[src/rtl/subtractor_seq_n_if.sv]
// Start/done handshake bundle for subtractor_seq_n.
// master drives start/A/B; slave returns busy/done/D/Bout/V.
interface subtractor_seq_n_if #(
  parameter int W = 16
);
  logic         start;
  logic [W-1:0] A;
  logic [W-1:0] B;
  logic         busy;
  logic         done;
  logic [W-1:0] D;
  logic         Bout;
  logic         V;

  modport master (
    output start, A, B,
    input  busy, done, D, Bout, V
  );

  modport slave (
    input  start, A, B,
    output busy, done, D, Bout, V
  );
endinterface

[src/rtl/subtractor_seq_n.sv]
// Multi-cycle W-bit subtractor, one N-bit chunk per clock, borrow chained
// through a register. Ports: clk, reset (async, active-high), bus (slave:
// start/A/B in; busy/done/D/Bout/V out). Macro SUB_SIGNED_OVF_EN adds V.
module subtractor_seq_n #(
  parameter int N = 8,
  parameter int W = 16
) (
  input  logic                clk,
  input  logic                reset,
  subtractor_seq_n_if.slave   bus
);
  localparam int K  = W / N;
  localparam int IW = (K > 1) ? $clog2(K) : 1;

  typedef enum logic [1:0] {
    S_IDLE,
    S_RUN,
    S_DONE
  } state_t;

  state_t          r_state;
  state_t          w_next;
  logic [W-1:0]    r_a;
  logic [W-1:0]    r_b;
  logic [W-1:0]    r_d;
  logic [IW-1:0]   r_idx;
  logic            r_carry;
  logic            r_bout;
  logic [N-1:0]    w_a_ch;
  logic [N-1:0]    w_b_ch;
  logic [N:0]      w_sum;
  logic            w_accept;
  logic            w_last;

  // start is only honoured while not busy (IDLE or DONE)
  assign w_accept = bus.start && (r_state != S_RUN);
  assign w_last   = (r_idx == IW'(K - 1));

  assign w_a_ch = r_a[int'(r_idx) * N +: N];
  assign w_b_ch = r_b[int'(r_idx) * N +: N];

  // A - B as A + ~B + 1; carry out of a chunk is the inverted borrow
  assign w_sum = {1'b0, w_a_ch} + {1'b0, ~w_b_ch} + (N + 1)'(r_carry);

  always_ff @(posedge clk or posedge reset) begin
    if (reset) r_state <= S_IDLE;
    else       r_state <= w_next;
  end

  always_comb begin
    w_next = r_state;
    unique case (r_state)
      S_IDLE: if (bus.start) w_next = S_RUN;
      S_RUN:  if (w_last)    w_next = S_DONE;
      S_DONE: w_next = bus.start ? S_RUN : S_IDLE;
      default: w_next = S_IDLE;
    endcase
  end

  always_comb begin
    bus.busy = (r_state == S_RUN);
    bus.done = (r_state == S_DONE);
  end

  always_ff @(posedge clk or posedge reset) begin
    if (reset) begin
      r_a     <= '0;
      r_b     <= '0;
      r_d     <= '0;
      r_idx   <= '0;
      r_carry <= 1'b1;
      r_bout  <= 1'b0;
    end else if (w_accept) begin
      r_a     <= bus.A;
      r_b     <= bus.B;
      r_idx   <= '0;
      r_carry <= 1'b1;
    end else if (r_state == S_RUN) begin
      r_d[int'(r_idx) * N +: N] <= w_sum[N-1:0];
      r_carry <= w_sum[N];
      r_idx   <= w_last ? '0 : r_idx + IW'(1);
      if (w_last) r_bout <= ~w_sum[N];
    end
  end

  assign bus.D    = r_d;
  assign bus.Bout = r_bout;

`ifdef SUB_SIGNED_OVF_EN
  logic r_v;

  // top chunk's MSB is the result sign, available on the last RUN edge
  always_ff @(posedge clk or posedge reset) begin
    if (reset) begin
      r_v <= 1'b0;
    end else if (!w_accept && r_state == S_RUN && w_last) begin
      r_v <= (r_a[W-1] ^ r_b[W-1]) & (w_sum[N-1] ^ r_a[W-1]);
    end
  end

  assign bus.V = r_v;
`else
  assign bus.V = 1'b0;
`endif
endmodule

[src/flat_wrapper.sv]
// flat-port wrapper written by rule: the top's interface ports become plain ports
module subtractor_seq_n_flat 
#(
  parameter int N = 8,
  parameter int W = 16
)
  (clk, reset, bus_start, bus_A, bus_B, bus_busy, bus_done, bus_D, bus_Bout, bus_V);
  subtractor_seq_n_if #(.W(W)) bus_i ();
  input  logic clk;
  input  logic reset;
  input wire logic [$bits(bus_i.start)-1:0] bus_start;
  input wire logic [$bits(bus_i.A)-1:0] bus_A;
  input wire logic [$bits(bus_i.B)-1:0] bus_B;
  output wire logic [$bits(bus_i.busy)-1:0] bus_busy;
  output wire logic [$bits(bus_i.done)-1:0] bus_done;
  output wire logic [$bits(bus_i.D)-1:0] bus_D;
  output wire logic [$bits(bus_i.Bout)-1:0] bus_Bout;
  output wire logic [$bits(bus_i.V)-1:0] bus_V;
  assign bus_i.start = bus_start;
  assign bus_i.A = bus_A;
  assign bus_i.B = bus_B;
  assign bus_busy = bus_i.busy;
  assign bus_done = bus_i.done;
  assign bus_D = bus_i.D;
  assign bus_Bout = bus_i.Bout;
  assign bus_V = bus_i.V;
  subtractor_seq_n #(.N(N), .W(W)) u_core (.clk(clk), .reset(reset), .bus(bus_i));
endmodule
[config.mk]
export PLATFORM = sky130hd
export DESIGN_NAME = subtractor_seq_n_flat
export DESIGN_NICKNAME = d
export VERILOG_FILES = /design/src/rtl/subtractor_seq_n_if.sv /design/src/rtl/subtractor_seq_n.sv /design/src/flat_wrapper.sv
export SDC_FILE = /design/constraint.sdc
export NUM_CORES = 1
export LEC_CHECK = 0
export ABC_AREA = 1
export CAP_MARGIN = 15
export CORE_MARGIN = 4
export CORE_UTILIZATION = 55
export CTS_CLUSTER_DIAMETER = 120
export DETAILED_ROUTE_END_ITERATION = 8
export GPL_TIMING_DRIVEN = 0
export MAX_ROUTING_LAYER = met4
export PLACE_DENSITY_LB_ADDON = 0.1
export SLEW_MARGIN = 20
export SYNTH_ARGS = -nofsm -noshare
export SYNTH_HDL_FRONTEND = slang
export SYNTH_SLANG_ARGS = --single-unit
export TNS_END_PERCENT = 50
[constraint.sdc]
create_clock -name clk -period 4.1 [get_ports clk]
set_input_delay 0.82 -clock clk [delete_from_list [all_inputs] [get_ports clk]]
set_output_delay 0.82 -clock clk [all_outputs]
set_load 0.01 [all_outputs]
======== Word-level counts from Yosys, hierarchy flattened ========
Index checks and enable logic that the tools add are counted.
cells by class
  $add $sub $neg .......................... 4
  equal/unequal tests ..................... 5
  shift-type cells ........................ 4
  multiplexer cells ....................... 10
  bitwise logic cells ..................... 3
  reductions and logical operators ........ 6
operators with widths
  operator                                                number
  negation 4 -> 33 bit                                    1
  variable shift 8 x 33 -> 16 bit (first input constant)  1
  indexed part select 8 x 33 -> 16 bit                    1
  indexed part select 16 x 5 -> 8 bit                     2
  bitwise mux 16 bit                                      1
  adder 8 x 8 -> 9 bit                                    1
  adder 9 x 1 -> 9 bit                                    1
  inverter 8 bit                                          1
  two-way mux 1 bit                                       6
  case mux 2 bit (3 select lines)                         1
  two-way mux 2 bit                                       2
  inequality test 2 x 1 -> 1 bit (second input constant)  2
  AND reduction 2 bit                                     2
  AND reduction 3 bit                                     1
  equality test 2 x 1 -> 1 bit (second input constant)    1
  equality test 2 bit (second input constant)             1
  logical NOT 2 bit                                       1
  inequality test 2 bit (second input constant)           1
  inverter 1 bit                                          2
  nonzero test 2 bit                                      1
  adder 1 bit (second input constant)                     1
  logical AND 1 bit                                       1
word-level totals
  register bits ........................... 53
  input bits .............................. 35
  output and inout port bits .............. 20
  logic and storage cells ................. 39

======== Depth between registers and ports, before layout ========
  depth in word-level cells ............... 6
  gate-level depth with buffers ........... 13
  mapped depth without buffers ............ 12

======== Least setup slack after synthesis ========
No wires, ideal clock.
  kind .................................... register -> register
  start ................................... register u_core.r_idx
  end ..................................... register u_core.r_d[12] (netlist: u_core.bus.D[12])
  library setup time ...................... 0.065 ns
  arrival ................................. 2.149 ns
  data required time ...................... 4.035 ns
  slack ................................... 1.886 ns
  stages on the path, launching flop included .. 13
  path buffers ............................ 2
  period minus slack after synthesis ...... 2.214 ns
  cells stage by stage .................... dfrtp_1 -> buf_4 -> clkbuf_1 -> nand2_1 -> nand2_1 -> fa_1 -> fa_1 -> inv_1 -> nand3_1 -> nand3_1 -> xor2_1 -> nand2_1 -> nand2_1
between the ends
  longest elaborated chain between the ends .. 6
  elaborated cells on any way between the ends .. 9
  classes of those cells .................. add/sub (3); shift (4); mux (1); bitwise (1)
RTL lines
  item                                  RTL line                source
  start: declaration                    subtractor_seq_n.sv:26  logic [IW-1:0] r_idx;
  start signal: assignment              subtractor_seq_n.sv:81  r_idx <= w_last ? '0 : r_idx + IW'(1);
  indexed part select 16 x 5 -> 8 bit   subtractor_seq_n.sv:40  assign w_b_ch = r_b[int'(r_idx) * N +: N];
  inverter 8 bit                        subtractor_seq_n.sv:43  assign w_sum = {1'b0, w_a_ch} + {1'b0, ~w_b_ch} + (N + 1)'(r_carry);
  adder 8 x 8 -> 9 bit                  subtractor_seq_n.sv:43
  adder 9 x 1 -> 9 bit                  subtractor_seq_n.sv:43
  indexed part select 8 x 33 -> 16 bit  subtractor_seq_n.sv:79  r_d[int'(r_idx) * N +: N] <= w_sum[N-1:0];
  bitwise mux 16 bit (*)                subtractor_seq_n.sv:79
  end signal: indexed assignment        subtractor_seq_n.sv:79
  end: declaration                      subtractor_seq_n.sv:25  logic [W-1:0] r_d;
Mark *: on every way between the ends. The rest lies on a longest branch, timed or not.
A chain may end at the register's enable or synchronous reset.

======== Worst setup path after layout ========
Same ends and word-level chain as after synthesis.

==> results.toml <==
[status]
status = "complete, no violations"

[critical_path]
crit_path_end_kind = "register"
worst_setup_path_start_kind = "register"
crit_chain = "buf_4, clkbuf_1, mux2i_1, fa_1, fa_1, inv_1, nand3_1, nand3_1, xor2_1, nand2_1, nand2_1"
worstPathArrival_ns = 2.88
worstSetupPathType = "register to register"
max_stage_delay_ns = 0.44
worstPathRequired_ns = 4.35
crit_family = "adder cells"
cp_max_fo = 10
critPathSlowestCell = "fa_1"
path_buf_inv = 3

[clock_tree]
postCtsHoldBufs = 0
clkSinkCount = 53
clk_path_buf_depth = 2
cts_buffers = 5
clock_latency_ns = 0.31
cts_tree = "yes"
htreeDepth = 2
cts_root_buffer = "clkbuf_8"
cts_resized = 0
cts_setup_buffers = 0
clk_pin_slew_ns = 0.09

[timing]
fin_skew_ns = 0.004162
tightest_slew_ns = 0.5145
setup_tns_ns = 0
final.min_clock_period_ns = 2.626
rsz0062_at_grt = "no"
fmax_mhz = 380.9
timing.final.crit_share = 0.6404
hold_viol = 0
setup_violations = 0
slew_headroom = 0.6565
finalMaxSlewViolations = 0

[placed_design]
io_buffers = 53
gp_congestion = 0.8262
hpwl_mm = 4.040
placed_area_um2 = 3237

[routing]
drt_iter0_drc = 81
ant_nets = 0
routedWlPerCell_um = 13.34
drc = 0
postRouteWirelength_mm = 5.177
drt-pass1-iter-count = 4
vias = 1983
viasPerCell = 5.111

[pwr]
leakagePower_nw = 1.629
power_mw = 3.057
pwr_density_cell_nw_per_um2 = 921.6
peakVddDrop_uv = 393.2

[logic_synthesis]
yosysTopAreaCellShare = 0.4964
netlist_instances = 274
synth_edf_count = 0
ys_types = 28
yosys_warnings = 0
async_flop_share = 1.000
netlist_area_um2 = 2621
synth.area.top_cells = "dfrtp_1 (50%), nand2_1 (12%), mux2_2 (7.7%)"
ys.flop_type = "dfrtp_1"
avgSynthCellArea_um2 = 9.567
synth-seq-area-share = 0.5064
synth-seq-cells = 53
yosysMostFrequentCell = "nand2_1"
synthTopCellsByCount = "nand2_1 (83), dfrtp_1 (52), inv_1 (25)"
synth_area_leader_cell = "dfrtp_1"
synth_nets = 318

[grt]
grt_start_max_net_pins = 31
grt_pass1_wl_mm = 8.694
grt_pass1_vias = 1933
gr-total-overflow = 0
grt_util_all_layers = 0.1882
antenna_found_initial = 0

[die]
die_h_um = 77.04
rows = 24
dieArea_um2 = 5934
num_io_pins = 55
initial_core_util = 0.5859
fp.coreArea_um2 = 4474
die_x_um = 77.04

[final_layout]
final_area_um2 = 3317
nets = 379
seq_area_um2 = 1328
multi_input_comb_area_um2 = 1121
drive_above_1_share = 0.1518
syn2layout_area_growth_pct = 26.54
fillers = 348
antennaDiodeCount = 0

[worst_hold_path]
hold_path.class = "register to register"

[flow_run]
drv_cap = 0
==> logic make-up (layout without fill, tap and decap cells) <==
group,count (synthesis),after routing,synth area share
mux,28,28,0.1308
flops,53,53,0.5064
compound gates,25,25,0.04869
xor+xnor,3,3,0.01003
buf+inv,38,100,0.06587
fa+ha+maj,9,9,0.04869
other cells,1,1,0.001431
simple gates,117,117,0.1881
==> stage by stage <==
stage | instances | setup slack (ns) | hold WS, ns | util
finish | 388 | 1.474 | 0.4794 | 0.7413
CTS | 388 | 1.480 | 0.4876 | 0.7413
detailed placement | 380 | 1.530 | 0.4645 | 0.7234
floorplan | 274 | 1.886 | 0.4713 | -
global route | 388 | 1.293 | 0.5067 | 0.7413
global placement | 379 | 1.064 | 0.4605 | 0.7190
==> cell usage in the layout, fill, tap and decap left out, drive strengths merged, types with 2 or more instances in the layout <==
master | Yosys | final
nand2 | 84 | 84
clkdlybuf4s50 | 0 | 53
dfrtp | 52 | 52
inv | 28 | 28
mux2 | 26 | 26
o21ai | 15 | 15
nand3 | 14 | 14
nor2 | 14 | 14
clkbuf | 2 | 10
a21oi | 9 | 9
buf | 8 | 9
ha | 7 | 7
or2 | 3 | 3
xor2 | 2 | 2
mux2i | 2 | 2
fa | 2 | 2
==> final timing paths <==
kind / from / to / slack [ns] / depth (start not counted)
max: u_core.r_idx / u_core.bus.D[12] / 1.47 / 11
min: u_core.bus.D[3] / u_core.bus.D[3] / 0.48 / 2
max reg2reg: u_core.r_idx / u_core.bus.D[12] / 1.47 / 11
min reg2reg: u_core.bus.D[3] / u_core.bus.D[3] / 0.48 / 2
max in group asynchronous: reset / u_core.r_carry / 2.64 / 3
min in group asynchronous: reset / u_core.r_a[13] / 0.86 / 2
==> routing by layer <==
| layer | up-vias | wire, um | global-route usage | part of all wire |
|---|---|---|---|---|
| li1 | 990 | - | - | - |
| met1 | 933 | 2336 | 0.2294 | 0.45 |
| met2 | 54 | 2492 | 0.3153 | 0.48 |
| met3 | 6 | 278 | 0.03981 | 0.054 |
| met4 | 0 | 69 | 0.05872 | 0.013 |
| met5 | - | 0 | - | 0 |
==> power breakdown <==
part,switching (mW),internal (mW)
Clock,0.160,0.122
Sequential,0.129,0.795
Combinational,1.02,0.830
==> registers in the layout (all words and copies together) (netlist names) <==
signal,count
u_core.bus.Bout,1
u_core.bus.D,16
u_core.r_a,16
u_core.r_b,16
u_core.r_carry,1
u_core.r_idx,1
u_core.r_state,2
==> worst min-delay path, stage by stage, from the launching register on <==
cell and delay [ns]:
dfrtp_1 0.35, nand2_1 0.05, nand2_1 0.05
==> layout make-up <==
type	count	share of cell area
plain buffers	10	0.01962
clock buffers	8	0.02414
inverters	28	0.03244
multi-input cells	183	0.3380
flip-flops and latches	53	0.4002
well taps	52	0.01962
repair buffers	54	0.1660
No activity file was read; power rests on OpenSTA's default activity.
